## src/rtl/mem_port_arbiter.sv

```systemverilog
// Single-port RAM arbiter between instruction fetch (IF) and memory stage (ME).
// ME has priority; IF is forced through after MAX_WAIT consecutive denied cycles.
module mem_port_arbiter #(
  parameter int DATA_W   = 32,
  parameter int ADDR_W   = 32,
  parameter int MAX_WAIT = 3
) (
  input  logic              clk,
  input  logic              reset,
  input  logic              me_req_i,
  input  logic              me_we_i,
  input  logic [ADDR_W-1:0] me_addr_i,
  input  logic [DATA_W-1:0] me_wdata_i,
  output logic              me_gnt_o,
  output logic              me_rvalid_o,
  output logic [DATA_W-1:0] me_rdata_o,
  input  logic              if_req_i,
  input  logic [ADDR_W-1:0] if_addr_i,
  output logic              if_gnt_o,
  output logic              if_rvalid_o,
  output logic [DATA_W-1:0] if_rdata_o,
  output logic              stall_me_o,
  output logic              stall_if_o,
  output logic [ADDR_W-1:0] ram_addr_o,
  output logic [DATA_W-1:0] ram_wdata_o,
  output logic              ram_we_o,
  input  logic [DATA_W-1:0] ram_rdata_i
);

  localparam int CNT_W = (MAX_WAIT < 2) ? 1 : $clog2(MAX_WAIT + 1);
  localparam logic [CNT_W-1:0] MAX_CNT = CNT_W'(MAX_WAIT);

  logic [CNT_W-1:0]  wait_cnt_q, wait_cnt_d;
  logic              me_rvalid_q, me_rvalid_d;
  logic              if_rvalid_q, if_rvalid_d;
  logic [DATA_W-1:0] me_rdata_q, me_rdata_d;
  logic [DATA_W-1:0] if_rdata_q, if_rdata_d;
  logic              force_if_s;
  logic              me_gnt_s;
  logic              if_gnt_s;

  always_comb begin
    force_if_s = (wait_cnt_q == MAX_CNT);
    me_gnt_s   = 1'b0;
    if_gnt_s   = 1'b0;
    if (reset) begin
      me_gnt_s = 1'b0;
      if_gnt_s = 1'b0;
    end else if (me_req_i && !(if_req_i && force_if_s)) begin
      me_gnt_s = 1'b1;
    end else if (if_req_i) begin
      if_gnt_s = 1'b1;
    end else begin
      me_gnt_s = 1'b0;
      if_gnt_s = 1'b0;
    end
  end

  always_comb begin
    ram_addr_o  = '0;
    ram_wdata_o = '0;
    ram_we_o    = 1'b0;
    if (me_gnt_s) begin
      ram_addr_o  = me_addr_i;
      ram_wdata_o = me_wdata_i;
      ram_we_o    = me_we_i;
    end else if (if_gnt_s) begin
      ram_addr_o  = if_addr_i;
      ram_wdata_o = '0;
      ram_we_o    = 1'b0;
    end else begin
      ram_addr_o  = '0;
      ram_wdata_o = '0;
      ram_we_o    = 1'b0;
    end
  end

  // Starvation counter saturates at MAX_WAIT; rdata holds unless a read is captured.
  always_comb begin
    wait_cnt_d = '0;
    if (if_req_i && !if_gnt_s) begin
      wait_cnt_d = force_if_s ? wait_cnt_q : wait_cnt_q + CNT_W'(1);
    end else begin
      wait_cnt_d = '0;
    end
    me_rvalid_d = me_gnt_s && !me_we_i;
    if_rvalid_d = if_gnt_s;
    me_rdata_d  = me_rvalid_d ? ram_rdata_i : me_rdata_q;
    if_rdata_d  = if_rvalid_d ? ram_rdata_i : if_rdata_q;
  end

  always_ff @(posedge clk) begin
    if (reset) begin
      wait_cnt_q  <= '0;
      me_rvalid_q <= 1'b0;
      if_rvalid_q <= 1'b0;
      me_rdata_q  <= '0;
      if_rdata_q  <= '0;
    end else begin
      wait_cnt_q  <= wait_cnt_d;
      me_rvalid_q <= me_rvalid_d;
      if_rvalid_q <= if_rvalid_d;
      me_rdata_q  <= me_rdata_d;
      if_rdata_q  <= if_rdata_d;
    end
  end

  assign me_gnt_o    = me_gnt_s;
  assign if_gnt_o    = if_gnt_s;
  assign stall_me_o  = me_req_i && !me_gnt_s;
  assign stall_if_o  = if_req_i && !if_gnt_s;
  assign me_rvalid_o = me_rvalid_q;
  assign me_rdata_o  = me_rdata_q;
  assign if_rvalid_o = if_rvalid_q;
  assign if_rdata_o  = if_rdata_q;

endmodule
```

## config.mk

```make
export PLATFORM = sky130hd
export DESIGN_NAME = mem_port_arbiter
export DESIGN_NICKNAME = d
export VERILOG_FILES = /design/src/rtl/mem_port_arbiter.sv
export SDC_FILE = /design/constraint.sdc
export NUM_CORES = 1
export LEC_CHECK = 0
export CAP_MARGIN = 20
export CORE_AREA = 2 2 104 106
export DETAILED_ROUTE_END_ITERATION = 8
export DIE_AREA = 0 0 106 108
export GPL_ROUTABILITY_DRIVEN = 0
export PLACE_DENSITY = 0.77
export SLEW_MARGIN = 20
export SYNTH_ARGS = -nofsm -noshare
export SYNTH_HDL_FRONTEND = slang
export SYNTH_SLANG_ARGS = --single-unit
```

## constraint.sdc

```tcl
create_clock -name clk -period 4.1 [get_ports clk]
set_input_delay 0.615 -clock clk [delete_from_list [all_inputs] [get_ports clk]]
set_output_delay 0.615 -clock clk [all_outputs]
set_load 0.02 [all_outputs]
```

==> key figures <==
Worst setup path
  – Slowest CP cell: clkdlybuf4s50_1
  – CP Class: input pin to output pin
  – CP max FO: 67
  – Critical path startpoint: me_req_i
  – CP Cell Sequence: clkdlybuf4s50_1 -> nand2b_4 -> a21oi_4 -> buf_4 -> a22o_1 -> clkdlybuf4s50_1
  – Worst Path Arrival: 2.90 ns
  – Crit path capture type: output pin
  – Crit path top cell by count: clkdlybuf4s50_1
  – Data required, critical path: 3.48 ns
  – Worst R2R Start: wait_cnt_q[0]
  – Startpoint Class: input pin
  – Slowest Stage Delay on Critical Path: 0.64 ns

Timing
  – Final worst slack: 0.588 ns
  – Slew @ Worst Pin: 1.03 ns
  – Fin crit share: 0.857
  – TNS Setup: 0 ns
  – Final min period: 3.51 ns
  – Worst slew margin relative to its limit: 0.314
  – Achievable frequency: 285 MHz
  – Setup-failing EPs final: 0
  – Max Slew Vio Count: 0
  – RSZ-0062 raised after global routing: no
  – Worst Skew: 0.00561 ns
  – Final Hold Vio Count: 0

Cells and area
  – Final core occ: 0.579
  – Storage cell area: 1360 um2
  – # nets final: 696
  – ANT cells: 0
  – Share of cells above drive strength 1: 0.0582
  – P&R area growth vs syn: 93.1%
  – Area of the multi-input gates: 1470 um2
  – Fillers: 889

Clock tree
  – Clk_lat worst skew: 0.34 ns
  – Post-CTS Setup Bufs: 0
  – CTS H-tree depth: 3
  – PostCTS Resize Cnt: 0
  – Clock buffer depth: 2
  – Clock Tree Root: clkbuf_8
  – Hold-fix buffer count after cts: 0
  – Clock sink count: 68
  – Worst-path clk slew: 0.07 ns
  – CTS tree: yes
  – Cts bufs inserted: 9

Logic synthesis
  – Post-Syn Area: 3070 um2
  – Sequential area share after synthesis: 0.444
  – Synth unique cells: 28
  – Cell count after synthesis: 310
  – Yosys warnings: 0
  – Syn Nets: 444
  – Syn Area/Cell: 9.90 um2
  – Synthesis-stage register bit count: 68

Floorplanning
  – Initial Util: 0.300
  – Std cell rows: 37
  – DIE HEIGHT: 108 um
  – Die ar.: 11,400 um2
  – IO Count: 268
  – Chip Width: 106 um
  – Core Region: 10,200 um2

Pwr
  – Combinational Power Share: 0.282
  – Clock power share: 0.304
  – Sw power: 479 uW
  – Tot Pwr: 1700 uW
  – Pleak: 0.00217 uW
  – Pwr dens: 288 nW/um2
  – Pint: 1230 uW
  – Flop pwr share: 0.414
  – Maximum VDD drop: 0.261 mV
  – Switching Fraction: 0.281

Min path
  – Hold path start: wait_cnt_q[0]
  – Worst min-delay path class: flip-flop to flip-flop

Routing
  – Vias: 3,457
  – Pre-antenna DRT Iters: 4
  – Routed Antenna Nets: 0
  – Vias/cell: 4.92
  – Drt initial violations: 252
  – Drt wl/cell: 18.7 um
  – # DRC: 0
  – Drt total wl: 13,200 um

Placed design
  – Post-DP HPWL: 9860 um
  – Port Buffers: 267
  – Pre-CTS setup slack: 0.594 ns

GRT
  – GRT overflow: 0
  – Largest net degree at the start of global routing: 68
  – First-pass GRT wire length: 19,400 um
  – Number of global-route vias before repair: 3,400
  – Initial antenna violation count: 0
  – GRT Total Usage: 0.218

Job
  – MaxCap Viol Count: 0

Outcome
  – Status: finished, final reports clean
## layout make-up
cell class	count	share of cell area
repair buffers	275	0.460
multi-input cells	206	0.249
flip-flops and latches	68	0.230
well taps	136	0.0287
clock buffers	13	0.0285
clock inverters	3	0.00338
inverters	2	0.00127
## critical path, delay by kind of cell
kind / cells / cell delay [ns]
buf+inv: 3 / 1.76
compound gates: 2 / 0.38
simple gates: 1 / 0.12
## Yosys cell counts (all sizes together)
library cell  count  area, um2
nor3              2       21.3
nand2b            1       13.8
nor4              1       6.26
nor4b             1       8.76
clkbuf            7       27.5
nand2             1       3.75
a31oi             1       21.3
a21oi            33        169
buf              27        205
dfxtp            68       1360
nor2              1       3.75
nor3b             1       18.8
ha                1       12.5
inv               2       7.50
nor2b             2       20.0
o21ai            32        160
a22o             64        561
nand3b           32        240
and2             33        206
## cell families after synthesis
group / after synthesis / share of synthesized area
fa+ha+maj: 1 / 0.00408
compound gates: 130 / 0.297
simple gates: 75 / 0.177
buf+inv: 36 / 0.0783
flops: 68 / 0.444
## cells in the final DEF (no fill, tap or decap), drive strengths merged
| master | synthesis | final |
|---|---|---|
| o21ai | 32 | 32 |
| nor2 | 1 | 1 |
| nor4 | 1 | 1 |
| ha | 1 | 1 |
| nand2 | 1 | 1 |
| inv | 2 | 2 |
| a31oi | 1 | 1 |
| clkbuf | 7 | 13 |
| nor2b | 2 | 2 |
| nand2b | 1 | 1 |
| and2 | 33 | 33 |
| nor3 | 2 | 2 |
| a22o | 64 | 64 |
| clkinv | 0 | 1 |
| buf | 27 | 11 |
| nor4b | 1 | 1 |
| dfxtp | 68 | 68 |
| clkinvlp | 0 | 2 |
| nor3b | 1 | 1 |
| clkdlybuf4s50 | 0 | 264 |
| nand3b | 32 | 32 |
| a21oi | 33 | 33 |
## routing by layer
layer  track usage  wire length (um)
met3        0.0711              1160
met2         0.389              6470
met5             0                 0
met1         0.251              5240
met4        0.0630               293
## flip-flops by register name, summed over array words and instances, names as in the netlist
name / count
if_rdata_o: 32
if_rvalid_o: 1
me_rdata_o: 32
me_rvalid_o: 1
wait_cnt_q: 2
## power groups by stage
stage | sequential, uW | clock [uW] | combinational (uW)
floorplan | 757 | 0 | 163
global placement | 720 | 0 | 476
detailed placement | 721 | 0 | 480
CTS | 706 | 531 | 483
global route | 709 | 560 | 504
finish | 706 | 518 | 480
## final timing paths
path	to	slack (ns)	cells past startpoint
worst max-delay path	ram_addr_o[30]	0.59	6
worst min-delay path	wait_cnt_q[0]	0.43	1
worst max register to register	me_rdata_o[22]	2.05	4
worst min register to register	wait_cnt_q[0]	0.43	1
## metrics by stage
step | area [um2] | hold WS, ns | cells
after floorplan | 3070 | 0.405 | 310
after global placement | 5740 | 0.413 | 687
after CTS | 5920 | 0.437 | 703
after detailed placement | 5740 | 0.427 | 687
after global routing | 5920 | 0.460 | 703
final | 5920 | 0.433 | 703
Note: power is estimated with default switching activity, not from simulation.
==> RTL change 1, RTL diff (same settings) <==
The parameter `MAX_WAIT` goes from 3 to 6.
--- a/src/rtl/mem_port_arbiter.sv
+++ b/src/rtl/mem_port_arbiter.sv
@@ -3,7 +3,7 @@
 module mem_port_arbiter #(
   parameter int DATA_W   = 32,
   parameter int ADDR_W   = 32,
-  parameter int MAX_WAIT = 3
+  parameter int MAX_WAIT = 6
 ) (
   input  logic              clk,
   input  logic              reset,
Behaviour: not the same (a bounded check fails within 4 cycles, from zero or initial values and one cycle with reset high).
==> RTL change 1 against the unedited design <==
Sequential cell count rose by 1; sequential share of layout area decreased by 1.9 points; total power grew 10%; design area up 11%; worst hold slack better by 25 ps; area after synthesis up 18%; sequential power rose by 2%; routed wire length rose by 7.7%; synthesized cell count up 11%; core utilization up 6.1 points; setup slack gained 27 ps; largest cell class unchanged; largest power group unchanged; highest routed layer is now met5.
==> RTL change 1: results (changes against the unedited design) <==
status:
  outcome: "finished, final reports clean"  # unchanged
placed_design:
  hpwl_um: 10900  # was 9860 um
  placed_area_um2: 6320  # was 5740 um^2
  portBuffers: 267  # unchanged
  place_ws_ps: 642  # was 594 ps
clock_tree:
  cts_root_buf: "clkbuf_8"  # unchanged
  path_clk_slew_ps: 70  # about the same
  cts_setup_buffers: 0  # unchanged
  cts_buffers: 9  # unchanged
  htree_levels: 3  # unchanged
  cts.path.max_buffers: 2  # unchanged
  clk_latency_ps: 350
  ctsResizeCount: 0  # unchanged
routing:
  dr.max_layer_used: "met5"  # was met4
  route.met2.wl_um: 7280  # was 6470 um
  totalWireLength_um: 14200  # was 13200 um
  drt_iter0_drc: 168  # was 252
  firstDrtPassIters: 4  # unchanged
  wl_met3_um: 1260  # was 1160 um
  drt-met1-wl_um: 5230  # was 5240 um
  num_vias: 3491  # was 3457
synth:
  yosys_warnings: 0  # unchanged
  async_reset_ff_share_pct: 0  # unchanged
  ys_seq_area_share_pct: 38.2  # was 44.4%
  yosys.cell_types.count: 26  # was 28
  synth_area_leaders: "dfxtp_1, mux2_4, nand2b_1, mux2i_1, a22o_1"  # was dfxtp_1, a22o_1, nand3b_1, and2_1, a21oi_1
  syn-num-nets: 478  # was 444
  synth_common_cells: "dfxtp_1, nand2b_1, and2_1, nor2b_1"  # was dfxtp_1, a22o_1, and2_1, a21oi_1, nand3b_1
grt:
  grt_pass1_wl_um: 20700  # was 19400 um
  grt_max_degree: 99  # was 68
  antenna_found_initial: 2  # was 0
  track_usage_pct: 23.8  # was 21.8%
  grt_pass1_vias: 3617  # was 3400
layout:
  fin_nets: 733  # was 696
  layout-drive-gt1-share_pct: 9.95  # was 5.82%
timing:
  clock-skew-final_ps: 14.1  # was 5.61 ps
  relSlewSlack_pct: 46.9  # was 31.4%
power:
  p_leak_uw: 0.00258  # was 0.00217 uW
  vdd_drop_max_mv: 0.214  # was 0.261 mV
setup_path:
  cp_max_fo: 23  # was 67
  cp.arrival_ps: 2870  # was 2900 ps
  slowest_delay_ps: 680  # was 640 ps
  slowest_stage: "clkdlybuf4s50_1"  # unchanged
min_path:
  hp-class: "register to register"  # unchanged
RTL change 1: path summary, 6_finish.rpt:
path / slack (ps) / to / cells past startpoint / startpoint
hold reg to reg: 460 / wait_cnt_q[0] / 1 / wait_cnt_q[0]
setup / recovery: 620 / ram_addr_o[2] / 5 / me_req_i
setup reg to reg: 2280 / me_rdata_o[7] / 5 / wait_cnt_q[0]
hold / removal: 460 / wait_cnt_q[0] / 1 / wait_cnt_q[0]
RTL change 1: logic make-up after synthesis:
| kind of cell | count (synthesis) | synth area share, % |
|---|---|---|
| buffers and inverters | 32 | 5.98 |
| adders and majority gates | 2 | 0.691 |
| AOI/OAI and AO/OA | 36 | 9.06 |
| DFF | 69 | 38.2 |
| and+or+nand+nor | 140 | 24.3 |
| muxes | 64 | 21.8 |
RTL change 1: where the power goes:
| group | total [uW] | switching, uW | leakage [uW] | internal, uW |
|---|---|---|---|---|
| Sequential | 723 | 18.2 | 0.000565 | 705 |
| Combinational | 525 | 220 | 0.00191 | 305 |
| Clock | 629 | 268 | 0.000106 | 361 |
RTL change 1: metrics by stage:
step	cells	total power (uW)	hold WS, ps
2_1_floorplan	343	968	417
4_1_cts	739	1900	459
5_1_grt	740	1960	488
6_report	740	1880	458
3_3_place_gp	723	1260	430
3_5_place_dp	723	1260	448
RTL change 1: area by class of cell:
cell class,count,area [um^2]
clock buffers,11,141
fillers,843,3680
well taps,136,170
flip-flops and latches,69,1380
inverters,3,11.3
clock inverters,5,83.8
diodes,1,2.50
repair buffers,273,2730
multi-input cells,242,2040
RTL change 1: layer usage:
layer | global-route usage [%] | vias to the layer above
met5 | 0 | -
met4 | 8.36 | 2
met3 | 9.28 | 26
met2 | 42.9 | 154
met1 | 25.3 | 1648
li1 | - | 1661
RTL change 1: worst max-delay path, delay by kind of cell:
family	cells	cell delay, ps
compound gates	1	200
buf+inv	3	1590
simple gates	1	460
==> RTL change 2, RTL diff (config.mk and constraints unchanged) <==
Made on the original files. Take the reset off `me_rdata_q` and load it in a clocked block of its own.
--- a/src/rtl/mem_port_arbiter.sv
+++ b/src/rtl/mem_port_arbiter.sv
@@ -94,15 +94,17 @@
       wait_cnt_q  <= '0;
       me_rvalid_q <= 1'b0;
       if_rvalid_q <= 1'b0;
-      me_rdata_q  <= '0;
       if_rdata_q  <= '0;
     end else begin
       wait_cnt_q  <= wait_cnt_d;
       me_rvalid_q <= me_rvalid_d;
       if_rvalid_q <= if_rvalid_d;
-      me_rdata_q  <= me_rdata_d;
       if_rdata_q  <= if_rdata_d;
     end
+  end
+
+  always_ff @(posedge clk) begin
+    me_rdata_q <= me_rdata_d;
   end
 
   assign me_gnt_o    = me_gnt_s;
Check against the original RTL: differs if reset is asserted again (counterexample within 4 cycles, from zero or initial values and one cycle with reset high); with reset held inactive, the same outputs for 10 cycles.
==> RTL change 2 against the unedited design <==
Total power grew 3.1%; routed wire length shrank 4.7%; design area grew 3.9%; largest power group unchanged; combinational power shrank 1%; sequential cell count is the same; setup slack gained 68 ps; global-route usage shrank 0.98 points; largest cell class unchanged; area after synthesis grew 5.4%.
==> RTL change 2: results (changes against the unedited design) <==
setup_path:
  r2r_setup_slack_ps: 1390  # was 2050 ps
  rr_worst_depth: 6  # was 4
  cp.arrival_ps: 2830  # was 2900 ps
  cp_max_fo: 20  # was 67
  slowest_stage: "clkdlybuf4s50_1"  # unchanged
  r2r_end: "if_rdata_o[19]"  # was me_rdata_o[22]
  slowest_delay_ps: 640  # about the same
synth:
  synth_common_cells: "dfxtp_1, and2_1, a21oi_1, nand2b_1"  # was dfxtp_1, a22o_1, and2_1, a21oi_1, nand3b_1
  yosys_warnings: 0  # unchanged
  ys_seq_area_share_pct: 52.0  # was 44.4%
  synth_area_per_cell_um2: 10.3  # was 9.90 um^2
  syn-num-nets: 447  # was 444
  synth_edf_count: 32  # was 0
  yosys.cell_types.count: 23  # was 28
  synth_area_leaders: "edfxtp_1, dfxtp_1, a32oi_1, a31o_1, and2_1"  # was dfxtp_1, a22o_1, nand3b_1, and2_1, a21oi_1
min_path:
  hp-class: "register to register"  # unchanged
  hold_start: "wait_cnt_q[0]"  # unchanged
grt:
  overflow: 0  # unchanged
  track_usage_pct: 20.8  # was 21.8%
  grt_max_degree: 65  # was 68
  grt_pass1_vias: 3461  # was 3400
  grt_pass1_wl_um: 18500  # was 19400 um
clock_tree:
  clk_latency_ps: 330
  cts_root_buf: "clkbuf_8"  # unchanged
  htree_levels: 3  # unchanged
  cts_setup_buffers: 0  # unchanged
layout:
  antenna_cells: 0  # unchanged
  fin_nets: 699  # was 696
  fillers: 863  # was 889
  layout-drive-gt1-share_pct: 5.61  # was 5.82%
power:
  p_leak_uw: 0.00219  # was 0.00217 uW
  vdd_drop_max_mv: 0.155  # was 0.261 mV
placed_design:
  placed_area_um2: 5970  # was 5740 um^2
  portBuffers: 267  # unchanged
  hpwl_um: 9750  # was 9860 um
  placed_cells: 690  # was 687
routing:
  via_per_inst: 4.88  # was 4.92
  wl_per_cell_um: 17.8  # was 18.7 um
  totalWireLength_um: 12500  # was 13200 um
  drt_iter0_drc: 179  # was 252
timing:
  clock-skew-final_ps: 4.61  # was 5.61 ps
  relSlewSlack_pct: 52.7  # was 31.4%
status:
  outcome: "finished, final reports clean"  # unchanged
## RTL change 2: metrics by stage
step	utilization [%]	total power [uW]	worst slack (ps)	hold slack [ps]
after floorplan	-	962	1160	406
after global placement	58.3	1240	763	415
after detailed placement	58.3	1240	665	429
after CTS	60.2	1770	662	439
after global routing	60.2	1830	489	459
final	60.2	1760	656	436
## RTL change 2: how the worst max path moves through the flow
| stage | slack, ps | to |
|---|---|---|
| 2_1_floorplan | 1160 | me_rdata_o[0] |
| 3_3_place_gp | 760 | ram_addr_o[15] |
| 3_5_place_dp | 670 | ram_addr_o[7] |
| 4_1_cts | 660 | ram_addr_o[7] |
| 5_1_grt | 490 | ram_addr_o[7] |
| 6_report | 660 | ram_addr_o[7] |
## RTL change 2: metal layers
layer	vias up	share of wire, %	global-route usage [%]
met4	0	2.4	7.99
met5	-	0	0
met1	1595	38	24.2
met2	174	52	36.9
li1	1656	-	-
met3	22	7.3	5.55
## RTL change 2: power by group
| group | switching, uW | internal, uW | total (uW) |
|---|---|---|---|
| sequential | 12.1 | 743 | 755 |
| combinational | 215 | 258 | 473 |
| clock | 251 | 278 | 529 |
## RTL change 2: kinds of logic (layout without fill, tap and decap cells)
group	after synthesis	count (layout)	synth area share, %
adder cells (fa/ha/maj)	1	1	0.387
flip-flops	68	68	52.0
AO/OA/AOI/OAI	100	100	23.3
AND/OR/NAND/NOR	107	107	18.5
buffers and inverters	37	294	5.88
## RTL change 2: layout make-up
| cell class | count | area share, % |
|---|---|---|
| Clock inverter | 7 | 1.08 |
| Tap cell | 136 | 2.76 |
| Timing Repair Buffer | 277 | 44.5 |
| Inverter | 1 | 0.0610 |
| Clock buffer | 9 | 2.01 |
| Sequential cell | 68 | 27.3 |
| Multi-Input combinational cell | 208 | 22.3 |
## RTL change 2: critical path: cells and delay by family
kind,cells,cell delay [ps]
AO/OA/AOI/OAI,2,570
buffers and inverters,3,1480
AND/OR/NAND/NOR,1,160
